$ cat config.mk
export PLATFORM = sky130hd
export DESIGN_NAME = alu_pipe_flat
export DESIGN_NICKNAME = d
export VERILOG_FILES = /design/src/rtl/alu_pipe_if.sv /design/src/rtl/alu_pipe.sv /design/src/flat_wrapper.sv
export SDC_FILE = /design/constraint.sdc
export NUM_CORES = 1
export LEC_CHECK = 0
export CORE_MARGIN = 2
export CORE_UTILIZATION = 50
export DETAILED_ROUTE_END_ITERATION = 8
export HOLD_SLACK_MARGIN = 0.02
export PLACE_DENSITY_LB_ADDON = 0.1
export REMOVE_ABC_BUFFERS = 1
export SLEW_MARGIN = 20
export SYNTH_ARGS = -nofsm -noshare
export SYNTH_HDL_FRONTEND = slang
export SYNTH_SLANG_ARGS = --single-unit
export TNS_END_PERCENT = 10
$ cat constraint.sdc
create_clock -name clock -period 12.85 [get_ports clock]
set_input_delay 2.57 -clock clock [delete_from_list [all_inputs] [get_ports clock]]
set_output_delay 2.57 -clock clock [all_outputs]
set_load 0.02 [all_outputs]
$ cat src/rtl/alu_pipe_if.sv
// ----------------------------------------------------------------------------
// alu_pipe_if
// Request/result bundle between the control path and the pipelined ALU.
//   InValid/InReady    : request handshake (issuer -> ALU)
//   FnSel              : function code
//   ALUSrcA/ALUSrcB    : operands (B also carries the shift amount)
//   CIn                : carry-in for IncB
//   OutValid/OutReady  : result handshake (ALU -> consumer)
//   ALUDataOut         : registered result
//   Flags              : registered {N,Z,C,V}
// master = issuer/consumer side, slave = ALU side.
// ----------------------------------------------------------------------------
interface alu_pipe_if #(
    parameter int DataWidth    = 32,
    parameter int FunctionSize = 4
);
    logic                    InValid;
    logic                    InReady;
    logic [FunctionSize-1:0] FnSel;
    logic [DataWidth-1:0]    ALUSrcA;
    logic [DataWidth-1:0]    ALUSrcB;
    logic                    CIn;
    logic                    OutValid;
    logic                    OutReady;
    logic [DataWidth-1:0]    ALUDataOut;
    logic [3:0]              Flags;

    modport master (
        output InValid, FnSel, ALUSrcA, ALUSrcB, CIn, OutReady,
        input  InReady, OutValid, ALUDataOut, Flags
    );

    modport slave (
        input  InValid, FnSel, ALUSrcA, ALUSrcB, CIn, OutReady,
        output InReady, OutValid, ALUDataOut, Flags
    );
endinterface

$ cat src/rtl/alu_pipe.sv
// ----------------------------------------------------------------------------
// alu_pipe
// Registered ALU with valid/ready handshakes on both sides, N/Z/C/V flags,
// variable shifts and rotate, and an iterative shift-add multiply.
// Ports:
//   clock : rising-edge clock
//   reset : synchronous, active-low reset
//   bus   : alu_pipe_if.slave (request, operands, result, flags)
// Single-cycle ops land in the output register on the accept edge. Mul
// spends DataWidth edges in the MUL state, one multiplier bit per edge.
// ----------------------------------------------------------------------------
module alu_pipe #(
    parameter int DataWidth    = 32,
    parameter int FunctionSize = 4,
    parameter int ShiftWidth   = 5
) (
    input  logic       clock,
    input  logic       reset,
    alu_pipe_if.slave  bus
);
    localparam logic [FunctionSize-1:0] FnAdd   = FunctionSize'(0);
    localparam logic [FunctionSize-1:0] FnSub   = FunctionSize'(1);
    localparam logic [FunctionSize-1:0] FnPassB = FunctionSize'(2);
    localparam logic [FunctionSize-1:0] FnIncB  = FunctionSize'(3);
    localparam logic [FunctionSize-1:0] FnShtR  = FunctionSize'(4);
    localparam logic [FunctionSize-1:0] FnShtL  = FunctionSize'(5);
    localparam logic [FunctionSize-1:0] FnAnd   = FunctionSize'(6);
    localparam logic [FunctionSize-1:0] FnOr    = FunctionSize'(7);
    localparam logic [FunctionSize-1:0] FnXor   = FunctionSize'(8);
    localparam logic [FunctionSize-1:0] FnCom   = FunctionSize'(9);
    localparam logic [FunctionSize-1:0] FnSwp   = FunctionSize'(10);
    localparam logic [FunctionSize-1:0] FnNop   = FunctionSize'(11);
    localparam logic [FunctionSize-1:0] FnRot   = FunctionSize'(12);
    localparam logic [FunctionSize-1:0] FnMul   = FunctionSize'(13);

    localparam logic [ShiftWidth-1:0] LastIter = ShiftWidth'(DataWidth - 1);
    localparam int Msb = DataWidth - 1;

    typedef enum logic {IDLE, MUL} state_t;

    state_t state;
    state_t nextState;

    logic inReady;
    logic accept;
    logic drain;
    logic isMul;
    logic mulStart;
    logic mulDone;
    logic loadSingle;

    logic [DataWidth-1:0]  srcA;
    logic [DataWidth-1:0]  srcB;
    logic [ShiftWidth-1:0] amt;
    logic [ShiftWidth-1:0] negAmt;

    logic [DataWidth:0]    sum;
    logic [DataWidth:0]    diff;
    logic [DataWidth:0]    incSum;
    logic [DataWidth:0]    shrWide;
    logic [DataWidth:0]    shlWide;

    logic [DataWidth-1:0]  aluRes;
    logic                  aluCarry;
    logic                  aluOvf;
    logic [3:0]            aluFlags;

    logic [DataWidth-1:0]  mulA;
    logic [DataWidth-1:0]  mulB;
    logic [DataWidth-1:0]  mulAcc;
    logic [DataWidth-1:0]  mulRes;
    logic [ShiftWidth-1:0] counter;

    assign srcA   = bus.ALUSrcA;
    assign srcB   = bus.ALUSrcB;
    assign amt    = srcB[ShiftWidth-1:0];
    // Rotate-right by amt is (A >> amt) | (A << (DW - amt)); taking DW - amt
    // modulo DW keeps an amount of 0 from shifting the whole word away.
    assign negAmt = ~amt + ShiftWidth'(1);

    // One extra bit on every add/sub/shift captures carry, borrow or the
    // last bit shifted out; an amount of 0 leaves that bit clear.
    assign sum     = {1'b0, srcA} + {1'b0, srcB};
    assign diff    = {1'b0, srcA} - {1'b0, srcB};
    assign incSum  = {1'b0, srcB} + {{DataWidth{1'b0}}, bus.CIn};
    assign shrWide = {srcA, 1'b0} >> amt;
    assign shlWide = {1'b0, srcA} << amt;

    assign isMul      = (bus.FnSel == FnMul);
    assign accept     = bus.InValid & inReady;
    assign drain      = bus.OutValid & bus.OutReady;
    assign mulStart   = accept & isMul;
    assign loadSingle = accept & ~isMul;

    // Partial-product step: add the shifted multiplicand when the current
    // multiplier LSB is set.
    assign mulRes = mulAcc + (mulB[0] ? mulA : '0);

    // ---------------------------------------------------------------- ALU ---
    always_comb begin
        // NOTE: every output gets a default before the case, so no path
        // leaves a value unassigned and no latch is inferred.
        aluRes   = sum[DataWidth-1:0];
        aluCarry = 1'b0;
        aluOvf   = 1'b0;
        case (bus.FnSel)
            FnSub: begin
                aluRes   = diff[DataWidth-1:0];
                aluCarry = diff[DataWidth];
                aluOvf   = (srcA[Msb] != srcB[Msb]) && (diff[Msb] != srcA[Msb]);
            end
            FnPassB, FnNop: aluRes = srcB;
            FnIncB: begin
                aluRes   = incSum[DataWidth-1:0];
                aluCarry = incSum[DataWidth];
            end
            FnShtR: begin
                aluRes   = shrWide[DataWidth:1];
                aluCarry = shrWide[0];
            end
            FnShtL: begin
                aluRes   = shlWide[DataWidth-1:0];
                aluCarry = shlWide[DataWidth];
            end
            FnAnd: aluRes = srcA & srcB;
            FnOr:  aluRes = srcA | srcB;
            FnXor: aluRes = srcA ^ srcB;
            FnCom: aluRes = ~srcB;
            FnSwp: aluRes = {srcB[DataWidth/2-1:0], srcB[DataWidth-1:DataWidth/2]};
            FnRot: aluRes = (srcA >> amt) | (srcA << negAmt);
            default: begin
                // Add, plus the unused codes 14/15 that alias to it.
                aluCarry = sum[DataWidth];
                aluOvf   = (srcA[Msb] == srcB[Msb]) && (sum[Msb] != srcA[Msb]);
            end
        endcase
        aluFlags = {aluRes[Msb], (aluRes == '0), aluCarry, aluOvf};
    end

    // ---------------------------------------------------------- FSM: state ---
    always_ff @(posedge clock) begin
        // NOTE: sequential state uses non-blocking assignments so every
        // register samples its pre-edge value regardless of block order.
        if (!reset) state <= IDLE;
        else        state <= nextState;
    end

    // ----------------------------------------------------- FSM: next state ---
    always_comb begin
        nextState = state;
        case (state)
            IDLE:    if (mulStart) nextState = MUL;
            MUL:     if (mulDone)  nextState = IDLE;
            default: nextState = IDLE;
        endcase
    end

    // --------------------------------------------------------- FSM: outputs ---
    always_comb begin
        inReady = (state == IDLE) && (!bus.OutValid || bus.OutReady);
        mulDone = (state == MUL) && (counter == LastIter);
    end

    assign bus.InReady = inReady;

    // -------------------------------------------------- multiply datapath ---
    always_ff @(posedge clock) begin
        if (!reset) begin
            mulA    <= '0;
            mulB    <= '0;
            mulAcc  <= '0;
            counter <= '0;
        end else if (mulStart) begin
            mulA    <= srcA;
            mulB    <= srcB;
            mulAcc  <= '0;
            counter <= '0;
        end else if (state == MUL) begin
            // Counter wraps to 0 on the final edge, ready for the next Mul.
            mulAcc  <= mulRes;
            mulA    <= mulA << 1;
            mulB    <= mulB >> 1;
            counter <= counter + ShiftWidth'(1);
        end
    end

    // ----------------------------------------------------- output register ---
    always_ff @(posedge clock) begin
        if (!reset) begin
            bus.OutValid   <= 1'b0;
            bus.ALUDataOut <= '0;
            bus.Flags      <= 4'b0000;
        end else begin
            if (loadSingle) begin
                bus.ALUDataOut <= aluRes;
                bus.Flags      <= aluFlags;
            end else if (mulDone) begin
                bus.ALUDataOut <= mulRes;
                bus.Flags      <= {mulRes[Msb], (mulRes == '0), 2'b00};
            end

            // A load wins over a simultaneous drain so OutValid stays high.
            if (loadSingle || mulDone) bus.OutValid <= 1'b1;
            else if (drain)            bus.OutValid <= 1'b0;
        end
    end
endmodule

$ cat src/flat_wrapper.sv
// flat-port wrapper written by rule: the top's interface ports become plain ports
module alu_pipe_flat 
#(
    parameter int DataWidth    = 32,
    parameter int FunctionSize = 4,
    parameter int ShiftWidth   = 5
)
  (clock, reset, bus_InValid, bus_FnSel, bus_ALUSrcA, bus_ALUSrcB, bus_CIn, bus_OutReady, bus_InReady, bus_OutValid, bus_ALUDataOut, bus_Flags);
  alu_pipe_if #(.DataWidth(DataWidth), .FunctionSize(FunctionSize)) bus_i ();
  input  logic clock;
  input  logic reset;
  input wire logic [$bits(bus_i.InValid)-1:0] bus_InValid;
  input wire logic [$bits(bus_i.FnSel)-1:0] bus_FnSel;
  input wire logic [$bits(bus_i.ALUSrcA)-1:0] bus_ALUSrcA;
  input wire logic [$bits(bus_i.ALUSrcB)-1:0] bus_ALUSrcB;
  input wire logic [$bits(bus_i.CIn)-1:0] bus_CIn;
  input wire logic [$bits(bus_i.OutReady)-1:0] bus_OutReady;
  output wire logic [$bits(bus_i.InReady)-1:0] bus_InReady;
  output wire logic [$bits(bus_i.OutValid)-1:0] bus_OutValid;
  output wire logic [$bits(bus_i.ALUDataOut)-1:0] bus_ALUDataOut;
  output wire logic [$bits(bus_i.Flags)-1:0] bus_Flags;
  assign bus_i.InValid = bus_InValid;
  assign bus_i.FnSel = bus_FnSel;
  assign bus_i.ALUSrcA = bus_ALUSrcA;
  assign bus_i.ALUSrcB = bus_ALUSrcB;
  assign bus_i.CIn = bus_CIn;
  assign bus_i.OutReady = bus_OutReady;
  assign bus_InReady = bus_i.InReady;
  assign bus_OutValid = bus_i.OutValid;
  assign bus_ALUDataOut = bus_i.ALUDataOut;
  assign bus_Flags = bus_i.Flags;
  alu_pipe #(.DataWidth(DataWidth), .FunctionSize(FunctionSize), .ShiftWidth(ShiftWidth)) u_core (.clock(clock), .reset(reset), .bus(bus_i));
endmodule
==> impl_results.md <==
- Largest fanout on the critical path: 12
- Start point of the worst hold path: u_core.bus.Flags[0]
- Setup-violating endpoint count in the final report: 0
- Sequential area share after synthesis: around 14%
- Routed vias: 23040
- Crit path cell chain: clkdlybuf4s50_1 -> inv_1 -> ha_1 -> inv_1 -> a2111oi_0 -> a2111oi_0 -> nor3_1 -> o311ai_0 -> a311o_1 -> a311o_1 -> and3_1 -> o221a_2 -> a311oi_1 -> nand4b_1 -> nand3_1
- Number of buffer cells added on primary ports: 110
- Area used by multi-input combinational logic: between 15000 and 20000 µm²
- Max capacitance violation total: 0
- Largest delay contributor family on the critical path: compound AO/OA/AOI/OAI gates
- Level count of the clock H-tree: 4
- Launching element type of the critical path: input pin
- Fillers: approximately 3700
- Number of pins with negative max-slew slack in the final report: 0
- First-iteration detailed-routing DRC count: 3475
- Largest cells by area after synthesis: dfxtp_1 14%, ha_1 8.5%, mux4_2 7.8%
- Post-synthesis cell count: 2636
- Final sum of negative setup slack: 0 ns
- Start-to-end type of the worst setup path: in2reg
- Worst-path cell with the longest stage delay: clkdlybuf4s50_1
- Starting Density: around half
- Final number of hold-violating endpoints: 0
- Distinct cells, synth: 90
- Outcome: finished, final reports clean
- Critical path capture point type: flip-flop
- Post-route DRC violation count: 0
- Worst hold path class: reg2reg
- PD cells: just over 80 nW/µm²
- # placed instances: a little over 3000
- Net count reported at finish: 2822
- Chip Width: 201.6 µm
- Quantity of hold-fixing buffers added after cts: 0
- Average wire per standard cell: roughly 32 µm
- Proportion of register bits with asynchronous set or reset after synthesis: 0%
- Buffers plus inverters on the worst setup path: 3
- Start point of the critical path: bus_ALUSrcB[8]
- WP data required: roughly 13 ns
- Yosys warnings: 0
- Via-per-instance ratio: approximately 7.3
- Ys flop type: dfxtp_1
- Placeable core region: 38560 µm²
- Number of setup buffers added after CTS: 0
- Largest net degree at the start of global routing: between 90 and 100
- Top-count cell post-synth: nor2_1
- Cell type contributing the most total cell area after synthesis: dfxtp_1
- Layout cells sized above 1: 10.70%
- Most common library cells after synthesis: 267 x nor2_1, 249 x nand2_1, 234 x a21oi_1
- Period utilisation layout: 59.77%
- Worst relative slew slack: 21.02%
- Row Count: 72
- TritonCTS clock tree: yes
- Global-route usage over all layers: approximately 48%
- TritonCTS sink count: between 100 and 150
- Register area: approximately 2800 µm²
- Die Ht: between 200 and 250 µm
- Initial antenna violation count: 1
- Wire length of the first global-routing pass: 145.5 mm
- Number of flops mapped to enable cells by yosys: 0
- CTS Buffer Depth: 2
- RSZ-0062 raised after global routing: false
- Via count of the first global-routing pass: around 22000
- Top cell type's share of synthesized area: between 10% and 20%
- Achievable Freq: 0.1302 GHz
- Total CTS buffers: 17
- Critical R2R Launch: u_core.mulB[0]
- Ports: ~110
- Pre-Repair DR Iteration Count: 6
- Post-route clock skew: between 0.01 and 0.015 ns
- Final global-route overflow total: 0
- Detailed Place HPWL: ~75 mm
- P&R area growth vs syn: 10.88%
- Antenna diode instance count: 0
- Routed WL: 100.3 mm
- Number of synthesized register bits: ~140
- Clock Pin Slew Worst Setup and Hold Paths: approximately 0.060 ns
- Final GP Congestion: approximately 1.1
- Arrival @ worst endpoint: slightly above 8 ns
- Area of the die: 40640 µm²
- Synthesized area divided by synthesized cell count: between 7 and 8 µm²
- Final antenna-violating net count: 0
- Cell chosen for the clock root: clkbuf_16
- Non-Filler Instances: approximately 3100
- Slew at the pin closest to its max-slew limit: 1.155 ns
- Standby leakage power: 8.208 nW
- Post-layout min period: between 7 and 8 ns
- Worst IR drop on VDD: ~87 µV
- Cts repair resizes: 0
- Area of the mapped netlist: between 15000 and 20000 µm²
- Delay of the slowest critical-path stage: just under 0.9 ns
- Clock insertion delay at the later pin of the skew report: around 0.45 ns
per-stage QoR:
| step | utilization (%) | setup slack [ns] | total power (W) | hold WS (ns) | instance area [µm²] |
|---|---|---|---|---|---|
| after floorplan | - | 5.310 | 0.0008882 | 0.4360 | 18590 |
| after global placement | 54.49 | 4.877 | 0.001230 | 0.4425 | 21010 |
| after detailed placement | 54.49 | 4.895 | 0.001235 | 0.4480 | 21010 |
| after CTS | 56.09 | 5.364 | 0.001751 | 0.4558 | 21630 |
| after global routing | 56.14 | 5.056 | 0.001837 | 0.4775 | 21650 |
| final | 56.14 | 5.170 | 0.001794 | 0.4543 | 21650 |
path summary, 6_finish.rpt:
check / endpoint / slack (ns) / cells past startpoint
min: u_core.bus.Flags[0] / 0.45 / 2
max: u_core.bus.Flags[2] / 5.17 / 15
min reg2reg: u_core.bus.Flags[0] / 0.45 / 2
max reg2reg: u_core.bus.Flags[2] / 7.02 / 16
report_power, final:
part / leakage, nW / total [W] / internal [W] / switching (W)
Clock: 0.299 / 0.000519 / 0.000307 / 0.000212
Sequential: 1.12 / 0.000455 / 0.000442 / 0.0000127
Combinational: 6.79 / 0.000821 / 0.000278 / 0.000543
logic make-up after synthesis:
family,share of synthesized area [%]
multiplexers,16.21
AND/OR/NAND/NOR,20.08
XOR/XNOR,3.409
AO/OA/AOI/OAI,30.16
adder cells (fa/ha/maj),8.882
buffers and inverters,7.107
flip-flops,14.15
worst min-delay path, delay by kind of cell (launching register included):
family | cells | cell delay (ns)
AO/OA/AOI/OAI | 1 | 0.05
flip-flops | 1 | 0.31
AND/OR/NAND/NOR | 1 | 0.05
cell usage in the layout (no fill, tap or decap), types with 57 or more instances in the layout:
cell / synthesis / final
nor2_1: 267 / 264
dfxtp_1: 138 / 137
ha_1: 133 / 133
inv_1: 114 / 114
xnor2_1: 58 / 57
nand2_1: 249 / 249
clkdlybuf4s50_1: 0 / 105
mux4_2: 68 / 68
a22oi_1: 84 / 84
a211oi_1: 70 / 70
mux2i_1: 116 / 114
o21ai_0: 136 / 136
buf_4: 9 / 80
a21oi_1: 234 / 234
state kept, by name (all words and copies together), names as in the netlist:
| signal | count |
|---|---|
| u_core.bus.OutValid | 1 |
| u_core.bus.ALUDataOut | 31 |
| u_core.counter | 5 |
| u_core.mulA | 32 |
| u_core.state | 1 |
| u_core.mulAcc | 32 |
| u_core.bus.Flags | 4 |
| u_core.mulB | 32 |
routing by layer:
layer | GRT usage (%) | vias to the layer above | wire length, µm
met5 | 0 | - | 8
met4 | 29.96 | 2 | 7646
met3 | 12.71 | 414 | 12350
met2 | 71.80 | 1792 | 41980
met1 | 60.97 | 11010 | 38290
li1 | - | 9819 | -
area by class of cell:
class / instances / share of cell area (%)
Multi-Input combinational cell: 2144 / 71.41
Sequential cell: 138 / 12.78
Timing Repair Buffer: 191 / 7.867
Tap cell: 518 / 2.994
Clock buffer: 19 / 2.144
Inverter: 121 / 2.098
Clock inverter: 13 / 0.7052
(Power assumes the default switching activity.)
